--- config.mk ---
export PLATFORM = sky130hd
export DESIGN_NAME = stack_ctrl_flat
export DESIGN_NICKNAME = d
export VERILOG_FILES = /design/src/rtl/stack_ctrl_if.sv /design/src/rtl/stack_ctrl.sv /design/src/flat_wrapper.sv
export SDC_FILE = /design/constraint.sdc
export NUM_CORES = 1
export LEC_CHECK = 0
export ABC_CLOCK_PERIOD_IN_PS = 2300
export CORE_MARGIN = 2
export CORE_UTILIZATION = 45
export DETAILED_ROUTE_END_ITERATION = 12
export GPL_TIMING_DRIVEN = 0
export PLACE_DENSITY_LB_ADDON = 0.1
export SYNTH_ARGS = -nofsm -noshare
export SYNTH_HDL_FRONTEND = slang
export SYNTH_SLANG_ARGS = --single-unit
--- constraint.sdc ---
create_clock -name clk -period 2.3 [get_ports clk]
set_input_delay 0.23 -clock clk [delete_from_list [all_inputs] [get_ports clk]]
set_output_delay 0.23 -clock clk [all_outputs]
set_load 0.01 [all_outputs]
--- src/rtl/stack_ctrl_if.sv ---
// Command/response channel between a stack user and stack_ctrl.
// The master issues commands; the slave (stack_ctrl) accepts them and
// returns POP/PEEK data as a one-cycle response pulse.
interface stack_ctrl_if #(
   parameter int WIDTH = 16
);
   logic             cmd_valid;
   logic             cmd_ready;
   logic [2:0]       cmd_op;
   logic [WIDTH-1:0] cmd_data;
   logic             rsp_valid;
   logic [WIDTH-1:0] rsp_data;

   modport master (
      output cmd_valid, cmd_op, cmd_data,
      input  cmd_ready, rsp_valid, rsp_data
   );

   modport slave (
      input  cmd_valid, cmd_op, cmd_data,
      output cmd_ready, rsp_valid, rsp_data
   );
endinterface

--- src/rtl/stack_ctrl.sv ---
// Sequencing controller for one microForth hardware stack.
// TOS lives in a local register; entries 2..N live in an external stack RAM
// driven through stk_delta/stk_we/stk_wd, with the RAM's top entry (NOS)
// returned on stk_rd. Tracks depth and sticky overflow/underflow/opcode errors.
module stack_ctrl #(
   parameter int WIDTH     = 16,
   parameter int DEPTH     = 512,
   parameter int CNT_WIDTH = $clog2(DEPTH + 1)
) (
   input  logic                 clk,
   input  logic                 rst,
   stack_ctrl_if.slave          cmd,
   output logic [CNT_WIDTH-1:0] depth,
   output logic                 empty,
   output logic                 full,
   output logic                 err_overflow,
   output logic                 err_underflow,
   output logic                 err_cmd,
   output logic [1:0]           stk_delta,
   output logic                 stk_we,
   output logic [WIDTH-1:0]     stk_wd,
   input  logic [WIDTH-1:0]     stk_rd
);

   typedef enum logic [2:0] {
      OP_NOP     = 3'b000,
      OP_PUSH    = 3'b001,
      OP_POP     = 3'b010,
      OP_PEEK    = 3'b011,
      OP_REPLACE = 3'b100,
      OP_CLEAR   = 3'b101
   } op_t;

   typedef enum logic [1:0] {
      IDLE,
      POP_WAIT,
      POP_LOAD,
      CLEAR
   } state_t;

   localparam logic [1:0] DELTA_HOLD = 2'b00;
   localparam logic [1:0] DELTA_INC  = 2'b01;
   localparam logic [1:0] DELTA_DEC  = 2'b11;

   localparam logic [CNT_WIDTH-1:0] DEPTH_MAX = CNT_WIDTH'(DEPTH);
   localparam logic [CNT_WIDTH-1:0] ONE       = CNT_WIDTH'(1);
   localparam logic [CNT_WIDTH-1:0] TWO       = CNT_WIDTH'(2);

   state_t               state;
   logic [WIDTH-1:0]     tos;
   // RAM entries still to be popped off during CLEAR, after the current one.
   logic [CNT_WIDTH-1:0] clr_cnt;

   // Ready is combinational so that back-to-back commands can issue every cycle.
   assign cmd.cmd_ready = (state == IDLE) && !rst;
   assign empty         = (depth == '0);
   assign full          = (depth == DEPTH_MAX);

   // Single FSM: command decode, RAM sequencing and all registered outputs.
   // NOTE: every register here uses <= so all updates see pre-edge values.
   always_ff @(posedge clk or posedge rst) begin
      if (rst) begin
         state         <= IDLE;
         tos           <= '0;
         depth         <= '0;
         clr_cnt       <= '0;
         cmd.rsp_valid <= 1'b0;
         cmd.rsp_data  <= '0;
         err_overflow  <= 1'b0;
         err_underflow <= 1'b0;
         err_cmd       <= 1'b0;
         stk_delta     <= DELTA_HOLD;
         stk_we        <= 1'b0;
         stk_wd        <= '0;
      end else begin
         // Pulse-type outputs default to idle every cycle.
         cmd.rsp_valid <= 1'b0;
         stk_delta     <= DELTA_HOLD;
         stk_we        <= 1'b0;

         case (state)
            IDLE: begin
               if (cmd.cmd_valid && cmd.cmd_ready) begin
                  case (cmd.cmd_op)
                     OP_NOP: ;
                     OP_PUSH: begin
                        if (depth < DEPTH_MAX) begin
                           tos   <= cmd.cmd_data;
                           depth <= depth + ONE;
                           // Old TOS spills into the RAM only when it was valid.
                           if (depth != '0) begin
                              stk_we    <= 1'b1;
                              stk_delta <= DELTA_INC;
                              stk_wd    <= tos;
                           end
                        end else begin
                           err_overflow <= 1'b1;
                        end
                     end
                     OP_POP: begin
                        cmd.rsp_valid <= 1'b1;
                        if (depth != '0) begin
                           cmd.rsp_data <= tos;
                           depth        <= depth - ONE;
                           // Refill TOS from NOS only if the RAM holds an entry.
                           if (depth >= TWO) begin
                              stk_delta <= DELTA_DEC;
                              state     <= POP_WAIT;
                           end
                        end else begin
                           cmd.rsp_data  <= '0;
                           err_underflow <= 1'b1;
                        end
                     end
                     OP_PEEK: begin
                        cmd.rsp_valid <= 1'b1;
                        cmd.rsp_data  <= (depth == '0) ? '0 : tos;
                     end
                     OP_REPLACE: begin
                        if (depth != '0) tos <= cmd.cmd_data;
                        else             err_underflow <= 1'b1;
                     end
                     OP_CLEAR: begin
                        state <= CLEAR;
                        // First RAM pop is issued right away; count the rest.
                        if (depth >= TWO) begin
                           stk_delta <= DELTA_DEC;
                           clr_cnt   <= depth - TWO;
                        end else begin
                           clr_cnt   <= '0;
                        end
                     end
                     default: err_cmd <= 1'b1;
                  endcase
               end
            end

            POP_WAIT: state <= POP_LOAD;

            POP_LOAD: begin
               tos   <= stk_rd;
               state <= IDLE;
            end

            CLEAR: begin
               if (clr_cnt != '0) begin
                  stk_delta <= DELTA_DEC;
                  clr_cnt   <= clr_cnt - ONE;
               end else begin
                  depth         <= '0;
                  tos           <= '0;
                  err_overflow  <= 1'b0;
                  err_underflow <= 1'b0;
                  err_cmd       <= 1'b0;
                  state         <= IDLE;
               end
            end

            default: state <= IDLE;
         endcase
      end
   end

endmodule

--- src/flat_wrapper.sv ---
// flat-port wrapper written by rule: the top's interface ports become plain ports
module stack_ctrl_flat 
#(
   parameter int WIDTH     = 16,
   parameter int DEPTH     = 512,
   parameter int CNT_WIDTH = $clog2(DEPTH + 1)
)
  (clk, rst, depth, empty, full, err_overflow, err_underflow, err_cmd, stk_delta, stk_we, stk_wd, stk_rd, cmd_cmd_valid, cmd_cmd_op, cmd_cmd_data, cmd_cmd_ready, cmd_rsp_valid, cmd_rsp_data);
  stack_ctrl_if #(.WIDTH(WIDTH)) cmd_i ();
  input  logic clk;
  input  logic rst;
  output logic [CNT_WIDTH-1:0] depth;
  output logic empty;
  output logic full;
  output logic err_overflow;
  output logic err_underflow;
  output logic err_cmd;
  output logic [1:0] stk_delta;
  output logic stk_we;
  output logic [WIDTH-1:0] stk_wd;
  input  logic [WIDTH-1:0] stk_rd;
  input wire logic [$bits(cmd_i.cmd_valid)-1:0] cmd_cmd_valid;
  input wire logic [$bits(cmd_i.cmd_op)-1:0] cmd_cmd_op;
  input wire logic [$bits(cmd_i.cmd_data)-1:0] cmd_cmd_data;
  output wire logic [$bits(cmd_i.cmd_ready)-1:0] cmd_cmd_ready;
  output wire logic [$bits(cmd_i.rsp_valid)-1:0] cmd_rsp_valid;
  output wire logic [$bits(cmd_i.rsp_data)-1:0] cmd_rsp_data;
  assign cmd_i.cmd_valid = cmd_cmd_valid;
  assign cmd_i.cmd_op = cmd_cmd_op;
  assign cmd_i.cmd_data = cmd_cmd_data;
  assign cmd_cmd_ready = cmd_i.cmd_ready;
  assign cmd_rsp_valid = cmd_i.rsp_valid;
  assign cmd_rsp_data = cmd_i.rsp_data;
  stack_ctrl #(.WIDTH(WIDTH), .DEPTH(DEPTH), .CNT_WIDTH(CNT_WIDTH)) u_core (.clk(clk), .rst(rst), .cmd(cmd_i), .depth(depth), .empty(empty), .full(full), .err_overflow(err_overflow), .err_underflow(err_underflow), .err_cmd(err_cmd), .stk_delta(stk_delta), .stk_we(stk_we), .stk_wd(stk_wd), .stk_rd(stk_rd));
endmodule
* Word level (Yosys, flattened, before mapping)
Cells that the tools add are included.
** Cells by class
- Add/sub/neg operators :: 4
- Magnitude comparators :: 2
- Equal/unequal tests :: 25
- Muxes and demuxes :: 54
- Reduce and logical (&&, ||, !) cells :: 23
** Operator list (number)
- 16-bit 2-to-1 mux :: 6
- 10-bit 2-to-1 mux :: 8
- 16-bit one-hot mux with 2 select lines :: 2
- 10-bit one-hot mux with 2 select lines :: 3
- 16-bit one-hot mux with 3 select lines :: 1
- 3-bit != test (second input constant) :: 7
- 5-bit AND reduction :: 4
- 10-bit nonzero test :: 2
- 10-bit by 1-bit subtractor with 10-bit output (second input constant) :: 2
- 1-bit 2-to-1 mux :: 18
- 2-bit 2-to-1 mux :: 9
- 2-bit != test (second input constant) :: 8
- 6-bit AND reduction :: 2
- 10-bit by 1-bit adder with 10-bit output (second input constant) :: 1
- 10-bit == test (second input constant) :: 1
- 10-bit by 2-bit greater-or-equal comparator with 1-bit output (second input constant) :: 1
- 10-bit zero test :: 1
- 10-bit < comparator (second input constant) :: 1
- 10-bit by 2-bit subtractor with 10-bit output (second input constant) :: 1
- 2-bit one-hot mux with 2 select lines :: 2
- 2-bit one-hot mux with 4 select lines :: 1
- 4-bit AND reduction :: 2
- 3-bit by 2-bit == test with 1-bit output (second input constant) :: 2
- 3-bit == test (second input constant) :: 2
- 15 further kinds :: 21
** Storage, ports and cells
- Register bits after elaboration :: 77
- Bits of input ports :: 38
- Output and inout bits :: 52
- Word-level logic and storage cells :: 120

* Logic depth before layout (Yosys ltp)
- Depth in word-level cells :: 6
- Gate-level depth with buffers :: 9
- Mapped depth without buffers :: 8

* Worst setup path after synthesis
No wires, ideal clock.
- Path type :: input port to flip-flop
- From :: input cmd_cmd_op[0]
- To :: register u_core.depth[9]
- Library setup time :: 0.087 ns
- Arrival time :: 2.475 ns
- Data required time :: 2.213 ns
- Setup slack :: -0.262 ns
- Stages :: 8
- Buffers on the path :: 0
- Cells stage by stage :: or3b_1 -> inv_1 -> ha_1 -> a211oi_1 -> o211ai_1 -> and3_1 -> or4b_1 -> a22oi_1
** Between the ends
- Cells in the longest elaborated chain, start to end :: 4
- Elaborated cells between the ends (all ways) :: 9
- Classes of those cells :: eq/ne (5); mux (3); reduce/logical (1)
** RTL lines
- start: declaration :: RTL line flat_wrapper.sv:23 : input wire logic [$bits(cmd_i.cmd_op)-1:0] cmd_cmd_op;
- 3-bit by 2-bit == test with 1-bit output or 3-bit by 1-bit == test with 1-bit output (tied branches) :: RTL line stack_ctrl.sv:84 : case (cmd.cmd_op)
- 10-bit one-hot mux with 2 select lines :: RTL line stack_ctrl.sv:84
- 10-bit 2-to-1 mux :: RTL line stack_ctrl.sv:83 : if (cmd.cmd_valid && cmd.cmd_ready) begin
- 10-bit one-hot mux with 2 select lines :: RTL line stack_ctrl.sv:81 : case (state)
- end signal: assignment :: RTL line stack_ctrl.sv:89 : depth <= depth + ONE;
- end signal: assignment :: RTL line stack_ctrl.sv:104 : depth <= depth - ONE;
- end: declaration :: RTL line stack_ctrl.sv:13 : output logic [CNT_WIDTH-1:0] depth,
Parallel ways exist; a longest one is shown, timed or not. The select of a mux whose other input is x is not followed.
A chain may end at the register's enable or synchronous reset.

* Worst setup path after layout
- From :: register u_core.clr_cnt[1]
- To :: register u_core.clr_cnt[5]
** Between the ends
- Cells in the longest elaborated chain, start to end :: 3
- Elaborated cells between the ends (all ways) :: 6
- Classes of those cells :: add/sub (1); eq/ne (1); mux (2); reduce/logical (2)
** RTL lines
- start: declaration :: RTL line stack_ctrl.sv:52 : logic [CNT_WIDTH-1:0] clr_cnt;
- start signal: assignment :: RTL line stack_ctrl.sv:128 : clr_cnt <= depth - TWO;
- start signal: assignment :: RTL line stack_ctrl.sv:148 : clr_cnt <= clr_cnt - ONE;
- 10-bit by 1-bit subtractor with 10-bit output or 10-bit nonzero test (tied branches) :: RTL line stack_ctrl.sv:148, stack_ctrl.sv:146
- 10-bit 2-to-1 mux or 2-bit by 1-bit != test with 1-bit output (tied branches)
- 10-bit one-hot mux with 2 select lines or 4-bit AND reduction (tied branches)
Parallel ways exist; a longest one is shown, timed or not. The select of a mux whose other input is x is not followed.

==> impl_metrics.tcl <==
set metrics [dict create \
    status "finished, violations left" \
    failed_checks "setup timing" \
    setup_viol 18 \
    final.period_utilization_pct 106 \
    cts_buffers 9 \
    drt_pass1_iterations 4 \
    antenna_found_initial 0 \
    grtUsageTotal_pct 22.6 \
    hold_viol 0 \
    cts_root_buffer "clkbuf_8" \
    p_per_area_mw_per_mm2 1440 \
    synth_edf_count 0 \
    reg2reg_setup_slack_ps -140 \
    r2r_end "u_core.clr_cnt[5]" \
    synth.yosys.seq_area_share_pct 45.6 \
    timing.critical_path.fanout_max 5 \
    clk_pin_slew_ps 80 \
    avgViaCountPerCell 5.71 \
    synthSimpleGateAreaFrac_pct 16.1 \
    critPathTopFamily "simple AND/OR/NAND/NOR gates" \
    path_buf_inv 3 \
    drt_drc_violations_left 0 \
    crit_path_cell_trace "inv_1 -> ha_2 -> or4b_4 -> buf_6 -> or4_4 -> nand2_4 -> buf_6 -> o21ai_1 -> a221o_1" \
    fmax_mhz 409 \
    fin_nets 574 \
    ys_ff_latch 77 \
    ir_drop_mv 0.574 \
    crit_path_start_kind "flop" \
    crit_type "flop to flop" \
    syn_area_per_cell_um2 10.6 \
    core-area_mm2 0.00915 \
    syn2layout_area_growth_pct 39.0 \
    fin_skew_ps 12.7 \
    first_global_vias 3558 \
    cp_slowest_cell "or4b_4" \
    die_x_um 101 \
    h-tree-depth 3 \
    cp.arrival_ps 2690 \
    drv_slew 0 \
    clk_path_buf_depth 2 \
    worst_pin_slew_ps 520 \
    p_leak_nw 2.65 \
    rsz0062_at_grt "yes" \
    clock_latency_ps 360 \
    io_buffers 89 \
    ant_nets 0 \
    dpl.cell_count 601 \
    die_y_um 101 \
    grt_max_degree 62 \
    tritoncts "yes" \
    routed_wl_um 11000 \
    gp_congestion 0.832 \
    initial_core_util_pct 46.2 \
    drive_gt1_share_pct 25.0 \
    synth_mux_area_share_pct 11.0 \
    synth_fa_ha_area_share_pct 4.92 \
    r2r_cells 9 \
    first_iter_violations 221 \
    setup_tns_ps -1310 \
    end_kind "flop" \
    cts_sinks 77 \
    n_antenna_cell 0 \
    period_needed_ps 2440 \
    vias 3628 \
    syn_nets 454 \
    synth_top_family_by_area "compound AO/OA/AOI/OAI gates" \
    hp-class "primary input to async pin" \
    cap_violations 0 \
    critPathMaxStageDelay_ps 490 \
    core.rowCount 35 \
    design.die.area_mm2 0.0102 \
    io_pins 90 \
    fin_ws_ps -143 \
    yosysTopAreaCell "dfrtp_1" \
    required_ps 2550 \
    synthesis.yosys.warnings 0 \
    detail_route.wl_per_cell_um 17.3 \
    yosys-top-cells-area "dfrtp_1, mux2_2, a22o_1" \
    hpwlAfterDp_um 7460 \
    synth_compound_area_share_pct 16.1 \
    syn-cell-area_mm2 0.00422 \
    syn_inst 400 \
    final-instance-count-excl-fill 635 \
    yosysTopAreaCellShare_pct 45.6 \
    dominantRegCellSynth "dfrtp_1" \
    cp_common_cell "buf_6" \
    synth-xor-area-share_pct 2.49 \
    relSlewSlack_pct 65.3 \
    async_flop_share_pct 100 \
    ys_types 60 \
    reg2reg_from "u_core.clr_cnt[1]" \
    ctsHoldBuffers 0 \
    grt_overflow_total 0 \
    grt_pass1_wl_um 18000 \
]
## cells in the mapped netlist (all sizes together), types with 7 or more instances
cell type / n
a21oi: 11
a22o: 24
buf: 7
clkbuf: 12
dfrtp: 77
ha: 15
inv: 17
mux2: 36
nand2: 45
nand3: 21
nor2: 16
nor3: 14
o21ai: 18
o31ai: 7
xnor2: 8
## flip-flops by register name (all words and copies together), names as in the netlist
| name | count |
|---|---|
| u_core.stk_wd | 16 |
| u_core.err_overflow | 1 |
| u_core.err_cmd | 1 |
| u_core.state | 2 |
| u_core.clr_cnt | 10 |
| u_core.stk_we | 1 |
| u_core.cmd.rsp_valid | 1 |
| u_core.depth | 10 |
| u_core.tos | 16 |
| u_core.err_underflow | 1 |
| u_core.stk_delta | 2 |
| u_core.cmd.rsp_data | 16 |
## logic make-up after synthesis
kind of cell               after synthesis
buffers and inverters                   37
xor gates and xnor gates                12
adders and majority gates               16
muxes                                   38
AOI/OAI and AO/OA                       91
and+or+nand+nor                        129
DFF                                     77
## per-stage QoR
stage | power, mW | instance area (um^2) | utilization [%] | worst slack [ps] | hold slack, ps
2_1_floorplan | 4.97 | 4230 | - | -13.2 | 463
3_3_place_gp | 6.40 | 5260 | 57.5 | -1280 | 449
3_5_place_dp | 6.49 | 5290 | 57.8 | -929 | 457
4_1_cts | 8.29 | 5810 | 63.5 | -192 | 259
5_1_grt | 9.00 | 5870 | 64.2 | -195 | 291
6_report | 8.45 | 5870 | 64.2 | -143 | 254
## report_power, final
part | switching [mW] | leakage, nW | internal [mW]
Clock | 0.519 | 0.105 | 0.638
Combinational | 2.29 | 1.57 | 2.55
Sequential | 0.521 | 0.969 | 1.93
Total | 3.33 | 2.65 | 5.13
## layout make-up
class	instances	area, um^2
fillers	763	3280
multi-input cells	286	2300
flip-flops and latches	77	1940
repair buffers	112	1100
well taps	111	139
clock buffers	10	138
plain buffers	16	88.8
clock inverters	5	83.8
inverters	18	77.6
## placed cells by master, fill, tap and decap left out, drive strengths merged, types with 3 or more instances in the layout
| cell | Yosys | final |
|---|---|---|
| a211oi | 4 | 4 |
| a21oi | 11 | 11 |
| a221o | 6 | 6 |
| a22o | 24 | 24 |
| buf | 7 | 30 |
| clkbuf | 12 | 22 |
| clkdlybuf4s50 | 0 | 83 |
| dfrtp | 77 | 77 |
| ha | 15 | 15 |
| inv | 17 | 19 |
| mux2 | 36 | 36 |
| nand2 | 45 | 45 |
| nand2b | 3 | 3 |
| nand3 | 21 | 21 |
| nor2 | 16 | 16 |
| nor3 | 14 | 14 |
| nor4 | 4 | 4 |
| o211ai | 4 | 4 |
| o21ai | 18 | 18 |
| o31ai | 7 | 7 |
| or3 | 3 | 3 |
| or3b | 3 | 3 |
| or4 | 5 | 5 |
| or4b | 4 | 4 |
| xnor2 | 8 | 8 |
| xor2 | 4 | 4 |
## layer usage
metal | wire (um) | vias up | global-route usage [%]
met5 | 0 | - | 0
met4 | 135 | 0 | 7.59
met3 | 498 | 16 | 4.85
met2 | 5380 | 100 | 35.2
met1 | 4970 | 1793 | 31.4
li1 | - | 1719 | -
## repair_timing
action,CTS,global route
setup endpoints to repair,68,43
resized for setup,48,43
setup buffers,15,7
pin swaps,11,8
gates cloned,2,0
## worst max path at each step
| stage | slack, ps | start | endpoint | depth (start not counted) |
|---|---|---|---|---|
| 4_1_cts | -190 | cmd_cmd_op[2] | u_core.depth[9] | 9 |
| 3_3_place_gp | -1280 | rst | u_core.stk_wd[0] | 2 |
| 5_1_grt | -200 | u_core.clr_cnt[1] | u_core.clr_cnt[5] | 9 |
| 3_5_place_dp | -930 | cmd_cmd_op[1] | u_core.depth[9] | 9 |
| 6_report | -140 | u_core.clr_cnt[1] | u_core.clr_cnt[5] | 9 |
| 2_1_floorplan | -10 | u_core.clr_cnt[0] | u_core.tos[0] | 8 |
No activity file was read; power rests on OpenSTA's default activity.
